==> config.mk <==
export PLATFORM = sky130hd
export DESIGN_NAME = mem_access_ctrl
export DESIGN_NICKNAME = d
export VERILOG_FILES = /design/src/rtl/mem_access_ctrl.sv
export SDC_FILE = /design/constraint.sdc
export NUM_CORES = 1
export LEC_CHECK = 0
export ABC_AREA = 1
export ABC_CLOCK_PERIOD_IN_PS = 1800
export CAP_MARGIN = 25
export CELL_PAD_IN_SITES_DETAIL_PLACEMENT = 1
export CELL_PAD_IN_SITES_GLOBAL_PLACEMENT = 1
export CORE_MARGIN = 2
export CORE_UTILIZATION = 30
export DETAILED_ROUTE_END_ITERATION = 10
export PLACE_DENSITY_LB_ADDON = 0.1
export REMOVE_ABC_BUFFERS = 1
export SYNTH_ARGS = -nofsm -noshare
export SYNTH_HDL_FRONTEND = slang
export SYNTH_SLANG_ARGS = --single-unit
==> constraint.sdc <==
create_clock -name clk -period 1.8 [get_ports clk]
set_clock_uncertainty 0.05 [all_clocks]
set_input_delay 0.36 -clock clk [delete_from_list [all_inputs] [get_ports clk]]
set_output_delay 0.36 -clock clk [all_outputs]
set_load 0.02 [all_outputs]
==> src/rtl/mem_access_ctrl.sv <==
`default_nettype none
// ============================================================================
//  Module   : mem_access_ctrl
//  Purpose  : MEM-stage access controller for the pipelined LC-3b datapath.
//             Sits between the EX/MEM latch and the dcache. It sequences
//             direct and indirect (LDI/STI) loads and stores, produces lane
//             byte enables and byte-extracted read data, and stalls the
//             pipeline while an access is outstanding. It also handles
//             flush, alignment checking and a dcache response timeout.
//  Ports    : clk, rst            - clock, synchronous active-high reset
//             valid_in, rd_req,
//             wr_req, indirect,
//             byte_op, flush      - request qualifiers from the MEM latch
//             address_in,wdata_in - effective address / store data from EX
//             mem_rdata,
//             dcache_resp         - dcache read data and completion
//             mem_address, mem_read, mem_write,
//             mem_wdata, mem_byte_enable - registered dcache request
//             rdata_out, eff_address     - load result / final data address
//             mem_stall, done, fault,
//             fault_cause         - pipeline status
//  Revision : 1.0 - initial release
// ============================================================================
module mem_access_ctrl #(
    parameter int DATA_WIDTH     = 16,
    parameter int ADDR_WIDTH     = 16,
    parameter int TIMEOUT_CYCLES = 64
) (
    input  logic                    clk,
    input  logic                    rst,
    input  logic                    valid_in,
    input  logic                    rd_req,
    input  logic                    wr_req,
    input  logic                    indirect,
    input  logic                    byte_op,
    input  logic                    flush,
    input  logic [ADDR_WIDTH-1:0]   address_in,
    input  logic [DATA_WIDTH-1:0]   wdata_in,
    input  logic [DATA_WIDTH-1:0]   mem_rdata,
    input  logic                    dcache_resp,
    output logic [ADDR_WIDTH-1:0]   mem_address,
    output logic                    mem_read,
    output logic                    mem_write,
    output logic [DATA_WIDTH-1:0]   mem_wdata,
    output logic [DATA_WIDTH/8-1:0] mem_byte_enable,
    output logic [DATA_WIDTH-1:0]   rdata_out,
    output logic [ADDR_WIDTH-1:0]   eff_address,
    output logic                    mem_stall,
    output logic                    done,
    output logic                    fault,
    output logic [1:0]              fault_cause
);

    localparam int NUM_LANES   = DATA_WIDTH / 8;
    localparam int c_lane_bits = $clog2(NUM_LANES);
    localparam int c_cnt_w     = (TIMEOUT_CYCLES > 1) ? $clog2(TIMEOUT_CYCLES) : 1;
    localparam logic [c_cnt_w-1:0]   c_cnt_limit =
        c_cnt_w'((TIMEOUT_CYCLES > 0) ? TIMEOUT_CYCLES - 1 : 0);
    localparam logic [NUM_LANES-1:0] c_lane0          = NUM_LANES'(1);
    localparam logic [1:0]           c_cause_misalign = 2'b01;
    localparam logic [1:0]           c_cause_timeout  = 2'b10;

    typedef enum logic [2:0] {
        S_IDLE = 3'd0,
        S_IND  = 3'd1,
        S_ACC  = 3'd2,
        S_DONE = 3'd3,
        S_ERR  = 3'd4
    } state_t;

    state_t                  state_q,  state_d;
    logic [ADDR_WIDTH-1:0]   addr_q,   addr_d;
    logic                    rd_q,     rd_d;
    logic                    wr_q,     wr_d;
    logic [DATA_WIDTH-1:0]   wdata_q,  wdata_d;
    logic [NUM_LANES-1:0]    be_q,     be_d;
    logic [DATA_WIDTH-1:0]   rdata_q,  rdata_d;
    logic [ADDR_WIDTH-1:0]   eff_q,    eff_d;
    logic [1:0]              cause_q,  cause_d;
    logic [c_cnt_w-1:0]      cnt_q,    cnt_d;
    logic                    is_rd_q,  is_rd_d;
    logic                    is_wr_q,  is_wr_d;
    logic                    byte_q,   byte_d;
    // Set for the single strobe-free ACC cycle that follows a pointer fetch;
    // a dcache_resp seen then cannot belong to the data access.
    logic                    issue_q,  issue_d;

    logic                    w_req;
    logic [c_lane_bits-1:0]  w_in_lane;
    logic                    w_in_misaligned;
    logic [ADDR_WIDTH-1:0]   w_ptr;
    logic [c_lane_bits-1:0]  w_ptr_lane;
    logic [DATA_WIDTH-1:0]   w_rd_shift;
    logic [DATA_WIDTH-1:0]   w_rd_byte;
    logic                    w_limit;

    assign w_req           = valid_in & (rd_req | wr_req) & ~flush;
    assign w_in_lane       = address_in[c_lane_bits-1:0];
    // Indirect requests start with a pointer fetch, so only direct word
    // accesses are alignment-checked against address_in.
    assign w_in_misaligned = ~indirect & ~byte_op & (w_in_lane != '0);
    assign w_ptr           = mem_rdata[ADDR_WIDTH-1:0];
    assign w_ptr_lane      = w_ptr[c_lane_bits-1:0];
    assign w_rd_shift      = mem_rdata >> {addr_q[c_lane_bits-1:0], 3'b000};
    assign w_rd_byte       = {{(DATA_WIDTH-8){1'b0}}, w_rd_shift[7:0]};
    assign w_limit         = (TIMEOUT_CYCLES != 0) && (cnt_q == c_cnt_limit);

    always_comb begin
        state_d = state_q;
        addr_d  = addr_q;
        rd_d    = rd_q;
        wr_d    = wr_q;
        wdata_d = wdata_q;
        be_d    = be_q;
        rdata_d = rdata_q;
        eff_d   = eff_q;
        cause_d = cause_q;
        cnt_d   = cnt_q;
        is_rd_d = is_rd_q;
        is_wr_d = is_wr_q;
        byte_d  = byte_q;
        issue_d = issue_q;

        if (flush) begin
            // Squash wins over everything, including a coincident response.
            state_d = S_IDLE;
            rd_d    = 1'b0;
            wr_d    = 1'b0;
            issue_d = 1'b0;
        end else begin
            case (state_q)
                S_IDLE: begin
                    if (w_req) begin
                        if (w_in_misaligned) begin
                            state_d = S_ERR;
                            cause_d = c_cause_misalign;
                        end else begin
                            // A request with both rd and wr set is a read.
                            is_rd_d = rd_req;
                            is_wr_d = wr_req & ~rd_req;
                            byte_d  = byte_op;
                            wdata_d = byte_op ? {NUM_LANES{wdata_in[7:0]}} : wdata_in;
                            addr_d  = address_in;
                            cnt_d   = '0;
                            issue_d = 1'b0;
                            if (indirect) begin
                                state_d = S_IND;
                                rd_d    = 1'b1;
                                wr_d    = 1'b0;
                                be_d    = '1;
                            end else begin
                                state_d = S_ACC;
                                rd_d    = rd_req;
                                wr_d    = wr_req & ~rd_req;
                                be_d    = byte_op ? (c_lane0 << w_in_lane) : '1;
                            end
                        end
                    end
                end
                S_IND: begin
                    if (dcache_resp) begin
                        rd_d = 1'b0;
                        wr_d = 1'b0;
                        if (!byte_q && (w_ptr_lane != '0)) begin
                            state_d = S_ERR;
                            cause_d = c_cause_misalign;
                        end else begin
                            state_d = S_ACC;
                            addr_d  = w_ptr;
                            be_d    = byte_q ? (c_lane0 << w_ptr_lane) : '1;
                            cnt_d   = '0;
                            issue_d = 1'b1;
                        end
                    end else if (w_limit) begin
                        state_d = S_ERR;
                        cause_d = c_cause_timeout;
                        rd_d    = 1'b0;
                        wr_d    = 1'b0;
                    end else begin
                        cnt_d = cnt_q + c_cnt_w'(1);
                    end
                end
                S_ACC: begin
                    if (dcache_resp && !issue_q) begin
                        rd_d    = 1'b0;
                        wr_d    = 1'b0;
                        eff_d   = addr_q;
                        state_d = S_DONE;
                        if (is_rd_q) begin
                            rdata_d = byte_q ? w_rd_byte : mem_rdata;
                        end
                    end else if (w_limit) begin
                        // The strobe-free cycle after a pointer fetch counts
                        // toward the timeout like any other wait cycle.
                        state_d = S_ERR;
                        cause_d = c_cause_timeout;
                        rd_d    = 1'b0;
                        wr_d    = 1'b0;
                        issue_d = 1'b0;
                    end else begin
                        cnt_d = cnt_q + c_cnt_w'(1);
                        if (issue_q) begin
                            rd_d    = is_rd_q;
                            wr_d    = is_wr_q;
                            issue_d = 1'b0;
                        end
                    end
                end
                S_DONE:  state_d = S_IDLE;
                S_ERR:   state_d = S_IDLE;
                default: state_d = S_IDLE;
            endcase
        end
    end

    always_ff @(posedge clk) begin
        if (rst) begin
            state_q <= S_IDLE;
            addr_q  <= '0;
            rd_q    <= 1'b0;
            wr_q    <= 1'b0;
            wdata_q <= '0;
            be_q    <= '0;
            rdata_q <= '0;
            eff_q   <= '0;
            cause_q <= '0;
            cnt_q   <= '0;
            is_rd_q <= 1'b0;
            is_wr_q <= 1'b0;
            byte_q  <= 1'b0;
            issue_q <= 1'b0;
        end else begin
            state_q <= state_d;
            addr_q  <= addr_d;
            rd_q    <= rd_d;
            wr_q    <= wr_d;
            wdata_q <= wdata_d;
            be_q    <= be_d;
            rdata_q <= rdata_d;
            eff_q   <= eff_d;
            cause_q <= cause_d;
            cnt_q   <= cnt_d;
            is_rd_q <= is_rd_d;
            is_wr_q <= is_wr_d;
            byte_q  <= byte_d;
            issue_q <= issue_d;
        end
    end

    assign mem_address     = addr_q;
    assign mem_read        = rd_q;
    assign mem_write       = wr_q;
    assign mem_wdata       = wdata_q;
    assign mem_byte_enable = be_q;
    assign rdata_out       = rdata_q;
    assign eff_address     = eff_q;
    assign fault_cause     = cause_q;
    assign done            = (state_q == S_DONE) & ~flush;
    assign fault           = (state_q == S_ERR) & ~flush;
    assign mem_stall       = ((state_q == S_IDLE) & w_req & ~w_in_misaligned)
                           | (state_q == S_IND) | (state_q == S_ACC);

endmodule
`default_nettype wire

Word-level counts from Yosys, hierarchy flattened
Index checks and enable logic that the tools add are counted.
{"block": "classes", "n_addsub": 1, "eq_ne": 15, "n_shift": 3, "mux": 59, "bitwise": 17, "reduce_logical": 16}
{"operator": "$mux 16", "n": 6}
{"operator": "$mux 6", "n": 6}
{"operator": "$pmux 16 s2", "n": 1}
{"operator": "$mux 2", "n": 14}
{"operator": "$reduce_and 6->1", "n": 4}
{"operator": "$mux 1", "n": 19}
{"operator": "$mux 3", "n": 6}
{"operator": "$pmux 6 s3", "n": 1}
{"operator": "$shr 16x4->8", "n": 1}
{"operator": "$ne 2x2->1 const B", "n": 6}
{"operator": "$and 1x1->1", "n": 9}
{"operator": "$ne 3x3->1 const B", "n": 3}
{"operator": "$pmux 1 s3", "n": 3}
{"operator": "$pmux 3 s3", "n": 1}
{"operator": "$reduce_and 4->1", "n": 2}
{"operator": "$add 6x1->6 const B", "n": 1}
{"operator": "$eq 3x2->1 const B", "n": 2}
{"operator": "$eq 6x6->1 const B", "n": 1}
{"operator": "$pmux 2 s3", "n": 1}
{"operator": "$not 1->1", "n": 5}
{"operator": "$reduce_and 5->1", "n": 1}
{"operator": "$ne 4x4->1 const B", "n": 1}
{"operator": "$pmux 2 s2", "n": 1}
{"operator": "$shl 1x1->2 const A", "n": 2}
{"operator": "10 further kinds", "n": 14}
{"block": "totals", "regBits": 83, "out_inout_bits": 73, "elab_cells": 125}

Depth between registers and ports, before layout
Gate-level depths: netlist (run 1).
{"block": "depth", "word_depth": 7, "mapped_depth": 10, "depth_no_buf": 9}

Worst setup path after synthesis (run 1)
Ideal clock, no wire load.
{"block": "synth_timing", "kind": "register -> register", "start": "register cnt_q[0]", "end": "register rd_q (netlist: mem_read)", "setup_time_ns": 0.113, "arrival_ns": 1.389, "required_time_ns": 1.637, "setup_slack_ns": 0.248, "stages_incl_launch_ff": 9, "path_buffers": 0, "period_less_slack_ns": 1.552, "path_cell_list": "dfxtp_1 -> ha_1 -> nand2_1 -> nor2_1 -> nand2_1 -> nand2_1 -> nand3_1 -> nor2_1 -> nor2_1"}
{"block": "synth_between", "elab_chain_cells": 4}
{"element": "from (decl)", "line_no": "80", "rtl": "logic [c_cnt_w-1:0] cnt_q, cnt_d;"}
{"element": "from (signal assigned)", "line_no": "242", "rtl": "cnt_q <= cnt_d;"}
{"element": "$eq 6x6->1 (*)", "line_no": "106", "rtl": "assign w_limit = (TIMEOUT_CYCLES != 0) && (cnt_q == c_cnt_limit);"}
{"element": "$mux 1", "line_no": "192", "rtl": "end else if (w_limit) begin"}
{"element": "$mux 1", "line_no": "184", "rtl": "if (dcache_resp && !issue_q) begin"}
{"element": "$pmux 1 s3", "line_no": "131", "rtl": "case (state_q)"}
{"element": "to (signal assigned)", "line_no": "235", "rtl": "rd_q <= rd_d;"}
{"element": "to (decl)", "line_no": "73", "rtl": "logic rd_q, rd_d;"}
Every way passes the cells marked *; elsewhere a longest branch is shown, timed or not.
A chain may end at the register's enable or synchronous reset.

Worst setup path after layout (run 1)
{"block": "layout_timing", "start": "register eff_q[9] (netlist: eff_address[9])", "end": "output eff_address[9]"}
{"element": "from (decl)", "line_no": "78", "rtl": "logic [ADDR_WIDTH-1:0] eff_q, eff_d;"}
{"element": "from (signal assigned)", "line_no": "225", "rtl": "eff_q <= '0;"}
{"element": "from (signal assigned)", "line_no": "240", "rtl": "eff_q <= eff_d;"}
{"element": "to (decl)", "line_no": "47", "rtl": "output logic [ADDR_WIDTH-1:0] eff_address,"}
No word-level cell between the ends.

==> flow_metrics.env, run 1 <==
export IMPL_drive_above_1_share_pct=16.8
export IMPL_wire_per_inst_um=15.7
export IMPL_core_um2=12700
export IMPL_maxCapViolCount=0
export IMPL_layout_nets=813
export IMPL_crit_reg2reg_capture="cnt_q[5]"
export IMPL_cp_num_buf_inv=1
export IMPL_min_from="mem_wdata[7]"
export IMPL_wirelength_um=14600
export IMPL_irDropWorstVdd_mv=0.359
export IMPL_synth_edf_count=0
export IMPL_setup_violations_final=0
export IMPL_synth_area_leaders="dfxtp_1, nand2_1, nor2_1, o21ai_0, a21oi_1"
export IMPL_syn_area_um2=3930
export IMPL_dp_cells=912
export IMPL_tightest_slew_ps=505
export IMPL_antenna_found_initial=0
export IMPL_period_minus_slack_ps=1760
export IMPL_fp_row_count=41
export IMPL_die_w_um=118
export IMPL_cp_depth=1
export IMPL_place_port_buffers=129
export IMPL_crit_type="reg -> out"
export IMPL_cts_tree="done"
export IMPL_slew_limit_headroom_pct=66.2
export IMPL_avgSynthCellArea_um2=6.84
export IMPL_worst_skew_pair_late_latency_ps=350
export IMPL_hpwl_um=10900
export IMPL_area_growth_pct=57.5
export IMPL_fin_cells=932
export IMPL_drt_iter0_drc=221
export IMPL_hold_violations=0
export IMPL_power_density_nw_per_um2=735
export IMPL_drc_errors=0
export IMPL_crit_family="buffers and inverters"
export IMPL_ys_flop_type="dfxtp_1"
export IMPL_yosysWarnings=0
export IMPL_cts_buffers=9
export IMPL_netlist_instances=575
export IMPL_dr_pass1_iters=4
export IMPL_cp_cell_sequence="clkdlybuf4s50_1"
export IMPL_fmax_mhz=569
export IMPL_grt_usage_pct=21.3
export IMPL_routed_via_density=4.76
export IMPL_clock_path_buffers=2
export IMPL_clock_sinks=83
export IMPL_arrival_ps=1350
export IMPL_die_area_um2=14000
export IMPL_htreeDepth=3
export IMPL_synth_cell_types=30
export IMPL_crit_path_start_kind="flip-flop"
export IMPL_grt_max_degree=27
export IMPL_synthTopCellsByCount="nand2_1, nor2_1, dfxtp_1"
export IMPL_r2r_start="state_q[2]"
export IMPL_io_pins=130
export IMPL_synthArstFlopShare_pct=0
export IMPL_reg2reg_slack_ps=100
export IMPL_reg2regPathDepth=10
export IMPL_grt_pass1_vias=4718
export IMPL_cp_max_fo=2
export IMPL_seq_area_frac_synth_pct=42.3
export IMPL_status="finished clean"
export IMPL_finalCritPeriodShare_pct=97.6
export IMPL_globalRouteOverflowTotal=0
export IMPL_total_power_mw=4.55
export IMPL_final_max_slew_viol_count=0
export IMPL_whs_path_depth=2
export IMPL_grt_pass1_wl_um=23900
export IMPL_die_y_um=118
export IMPL_p_leak_nw=2.65
export IMPL_min_path_type="reg -> reg"
export IMPL_antenna_cells=0
export IMPL_worstHoldEndpoint="mem_wdata[7]"
export IMPL_worst_ep_required_time_ps=1390
export IMPL_cpMaxStageDelayCell="clkdlybuf4s50_1"
export IMPL_yosys_area_top_type="dfxtp_1"
export IMPL_num_vias=4435
export IMPL_clk_root_buffer_cell="clkbuf_16"
export IMPL_clkSlewWorstSetupHoldPaths_ps=70
export IMPL_yosysMostFrequentCell="nand2_1"
export IMPL_initial_utilization_pct=30.9
export IMPL_gp_congestion=0.853
export IMPL_netlist_area_leader_share_pct=42.3
export IMPL_antenna_left=0
export IMPL_synth_seq_cells=83
export IMPL_cp_slowest_stage_delay_ps=630
export IMPL_worstSetupEndpointType="output port"
-- how the worst max path moves through the flow --
stage	start	end	slack [ps]
floorplan	state_q[1]	mem_read	-130
global placement	flush	mem_stall	-440
detailed placement	rd_req	mem_stall	-510
CTS	flush	mem_stall	-30
global route	state_q[2]	cnt_q[5]	-10
finish	eff_address[9]	eff_address[9]	40
-- power breakdown --
group	leakage [nW]	internal [mW]	switching [mW]
combinational	1.83	0.334	0.361
sequential	0.674	1.89	0.0368
clock	0.149	1.10	0.835
total	2.65	3.32	1.23
-- metal layers --
layer | up-vias | part of all wire, % | global-route usage [%]
li1 | 2225 | - | -
met1 | 2101 | 45 | 26.6
met2 | 96 | 50 | 37.1
met3 | 13 | 4.6 | 4.87
met4 | 0 | 1.1 | 5.43
met5 | - | 0 | 0
-- layout make-up --
type / count / area [um2]
Tap cell: 172 / 215
Sequential cell: 83 / 1660
Clock inverter: 7 / 80.1
Inverter: 45 / 174
Fill cell: 1652 / 6530
Timing Repair Buffer: 193 / 1810
Multi-Input combinational cell: 423 / 2030
Clock buffer: 9 / 225
-- layout by cell type, fill, tap and decap left out, drive strengths merged, types with 9 or more instances in the layout --
cell type | Yosys | layout
nand3 | 37 | 37
inv | 45 | 49
o21ai | 71 | 71
a21oi | 38 | 38
dfxtp | 83 | 83
clkbuf | 12 | 9
nor2 | 113 | 113
buf | 12 | 67
clkdlybuf4s50 | 0 | 119
nand2 | 134 | 134
-- metrics by stage --
step	worst slack [ps]	area (um2)	setup TNS (ps)	util, %	hold slack, ps
after floorplan	-131	3790	-315	-	379
after global placement	-444	5770	-11790	45.4	402
after detailed placement	-513	5770	-14990	45.4	408
after CTS	-26.9	6080	-26.9	47.8	419
after global routing	-12.7	6190	-35.1	48.7	429
final	43.8	6190	0	48.7	415
-- kinds of logic after synthesis --
group / count (synthesis) / share of synthesized area, %
and+or+nand+nor: 302 / 33.5
AOI/OAI and AO/OA: 119 / 15.8
DFF: 83 / 42.3
buffers and inverters: 69 / 7.89
xor gates and xnor gates: 1 / 0.223
adders and majority gates: 1 / 0.318
-- registers in the layout (all words and copies together) (netlist names) --
register / flops
byte_q: 1
fault_cause: 2
mem_write: 1
mem_address: 16
is_rd_q: 1
eff_address: 16
mem_wdata: 16
state_q: 3
cnt_q: 6
mem_read: 1
rdata_out: 16
issue_q: 1
mem_byte_enable: 2
is_wr_q: 1
-- timing repair --
action,in CTS,in global routing
gates resized for setup,25,25
pin swaps,1,7
buffers inserted,0,4
hold buffers,0,0
setup endpoints to repair,13,30
hold endpoints to repair,0,0
-- worst register-to-register path: stages (launching register included) --
cell and delay, ps:
dfxtp_2 350, buf_4 140, inv_1 80, buf_4 130, nand2_4 70, nor2_4 150, nand2_2 100, nand2_1 60
nand3b_1 250, nand2_1 90, a21oi_1 160
Note: power is estimated with default switching activity, not from simulation.
==> run 2, diff against run 1 <==
--- a/config.mk
+++ b/config.mk
@@ -12,6 +12,7 @@
 export CELL_PAD_IN_SITES_GLOBAL_PLACEMENT = 1
 export CORE_MARGIN = 2
 export CORE_UTILIZATION = 30
+export CTS_BUF_LIST = sky130_fd_sc_hd__clkbuf_4
 export DETAILED_ROUTE_END_ITERATION = 10
 export PLACE_DENSITY_LB_ADDON = 0.1
 export REMOVE_ABC_BUFFERS = 1
==> run 2 against run 1 <==
The run now ends with setup timing left. Count of clock-buffer cells in the layout unchanged. Cell count up 0.11%. Wire length down 0.44%. Largest power group unchanged.
==> flow_metrics.env, run 2 (synthesis gave the netlist of run 1 again) <==
export IMPL_die_area_um2=14000
export IMPL_nFillCells=1695
export IMPL_p_leak_nw=2.86
export IMPL_cts_buffers=9
export IMPL_clock_path_buffers=2
export IMPL_grt_pass1_wl_um=23900
export IMPL_num_vias=4468
export IMPL_power_density_nw_per_um2=637
export IMPL_arrival_ps=1470
export IMPL_hold_violations=0
export IMPL_regArea_um2=1670
export IMPL_grt_max_degree=27
export IMPL_hpwl_um=10900
export IMPL_wire_per_inst_um=15.6
export IMPL_wirelength_um=14600
export IMPL_violations="setup timing"
export IMPL_fmax_mhz=531
export IMPL_layout_nets=814
export IMPL_final_common_cell="nand2_1"
export IMPL_routed_via_density=4.79
export IMPL_die_w_um=118
export IMPL_slew_limit_headroom_pct=66.6
export IMPL_fp_row_count=41
export IMPL_rsz0062_at_grt="true"
export IMPL_fin_cells=933
export IMPL_globalRouteOverflowTotal=0
export IMPL_setup_violations_final=2
export IMPL_clock_sinks=83
export IMPL_place_port_buffers=129
export IMPL_antenna_left=0
export IMPL_final_cell_mix="nand2_1, nor2_1, dfxtp_1"
export IMPL_worst_skew_pair_late_latency_ps=480
export IMPL_min_path_type="in -> reg"
export IMPL_drt_iter0_drc=215
export IMPL_worstSetupEndpointType="output port"
export IMPL_status="complete, but fails checks"
export IMPL_drive_above_1_share_pct=17.0
export IMPL_drc_errors=0
export IMPL_grt_pass1_vias=4692
export IMPL_finalCritPeriodShare_pct=105
export IMPL_clk_root_buffer_cell="clkbuf_4"
export IMPL_worst_ep_required_time_ps=1390
export IMPL_fin_ws_ps=-84.0
export IMPL_cts_tree="done"
export IMPL_gp_congestion=0.853
export IMPL_maxCapViolCount=0
export IMPL_dp_cells=912
export IMPL_placed_cell_area_um2=5770
export IMPL_io_pins=130
export IMPL_antenna_found_initial=0
export IMPL_irDropWorstVdd_mv=0.296
export IMPL_multiInputGateArea_um2=2030
export IMPL_final_max_slew_viol_count=0
export IMPL_clkSlewWorstSetupHoldPaths_ps=150
export IMPL_fin_area_um2=5960
export IMPL_antenna_cells=0
export IMPL_area_growth_pct=51.7
export IMPL_dr_pass1_iters=6
export IMPL_die_y_um=118
export IMPL_pre_cts_slack_ps=-513
export IMPL_tns_ps=-95.2
export IMPL_crit_path_start_kind="flip-flop"
export IMPL_cp_max_fo=3
export IMPL_htreeDepth=3
export IMPL_grt_usage_pct=21.3
export IMPL_core_um2=12700
export IMPL_crit_type="reg -> out"
export IMPL_tightest_slew_ps=499
export IMPL_period_minus_slack_ps=1880
export IMPL_initial_utilization_pct=30.9
-- run 2: cell types whose count changed in the layout (fill, tap and decap cells not counted), sizes merged --
cell / delta
dlymetal6s2s: -5
buf: +1
clkdlybuf4s50: -63
dlygate4sd2: +68
-- run 2: report_power, final --
part / switching [mW] / internal [mW] / leakage [nW]
Sequential: 0.0345 / 1.89 / 0.675
Combinational: 0.358 / 0.303 / 2.11
Clock: 0.768 / 0.445 / 0.0792
-- run 2: path summary, 6_finish.rpt --
kind                            cells past startpoint                 end  slack (ps)          from
worst max-delay path                                6           mem_stall         -80    state_q[2]
worst min-delay path                                3       mem_wdata[15]         390  wdata_in[15]
worst max register to register                     11  mem_byte_enable[0]          50    state_q[0]
worst min register to register                      2        mem_wdata[7]         420  mem_wdata[7]
-- run 2: per-layer routing --
layer | global-route usage, % | up-vias | share of wire, %
met1 | 26.3 | 2129 | 45
met4 | 7.14 | 0 | 1.4
li1 | - | 2223 | -
met5 | 0 | - | 0
met2 | 37.5 | 102 | 50
met3 | 3.67 | 14 | 4.2
-- run 2: what timing repair did --
action,4_1_cts,5_1_grt
gates resized for setup,98,19
pin swaps,2,7
hold buffers,0,0
buffers inserted,1,4
setup endpoints to repair,81,32
-- run 2: layout make-up --
cell class	instances	area share (%)
clock inverter	7	1.34
timing repair buffer	194	28.9
sequential	83	28.0
tap	172	3.61
inverter	45	2.87
clock buffer	9	1.13
multi-input combinational	423	34.1
-- run 2: metrics by stage --
| stage | utilization (%) | power, mW | hold slack (ps) |
|---|---|---|---|
| after floorplan | - | 2.23 | 379 |
| after global placement | 45.4 | 2.64 | 402 |
| after global routing | 46.9 | 3.98 | 370 |
| after detailed placement | 45.4 | 2.65 | 408 |
| after CTS | 46.1 | 3.84 | 346 |
| final | 46.9 | 3.80 | 385 |
-- run 2: critical path, cell delays in order (launching register included) --
cell and delay [ps]:
dfxtp_4 400, nor2_4 170, nand2_4 70, inv_2 70, nand3_2 80, nand2_2 100, buf_6 120
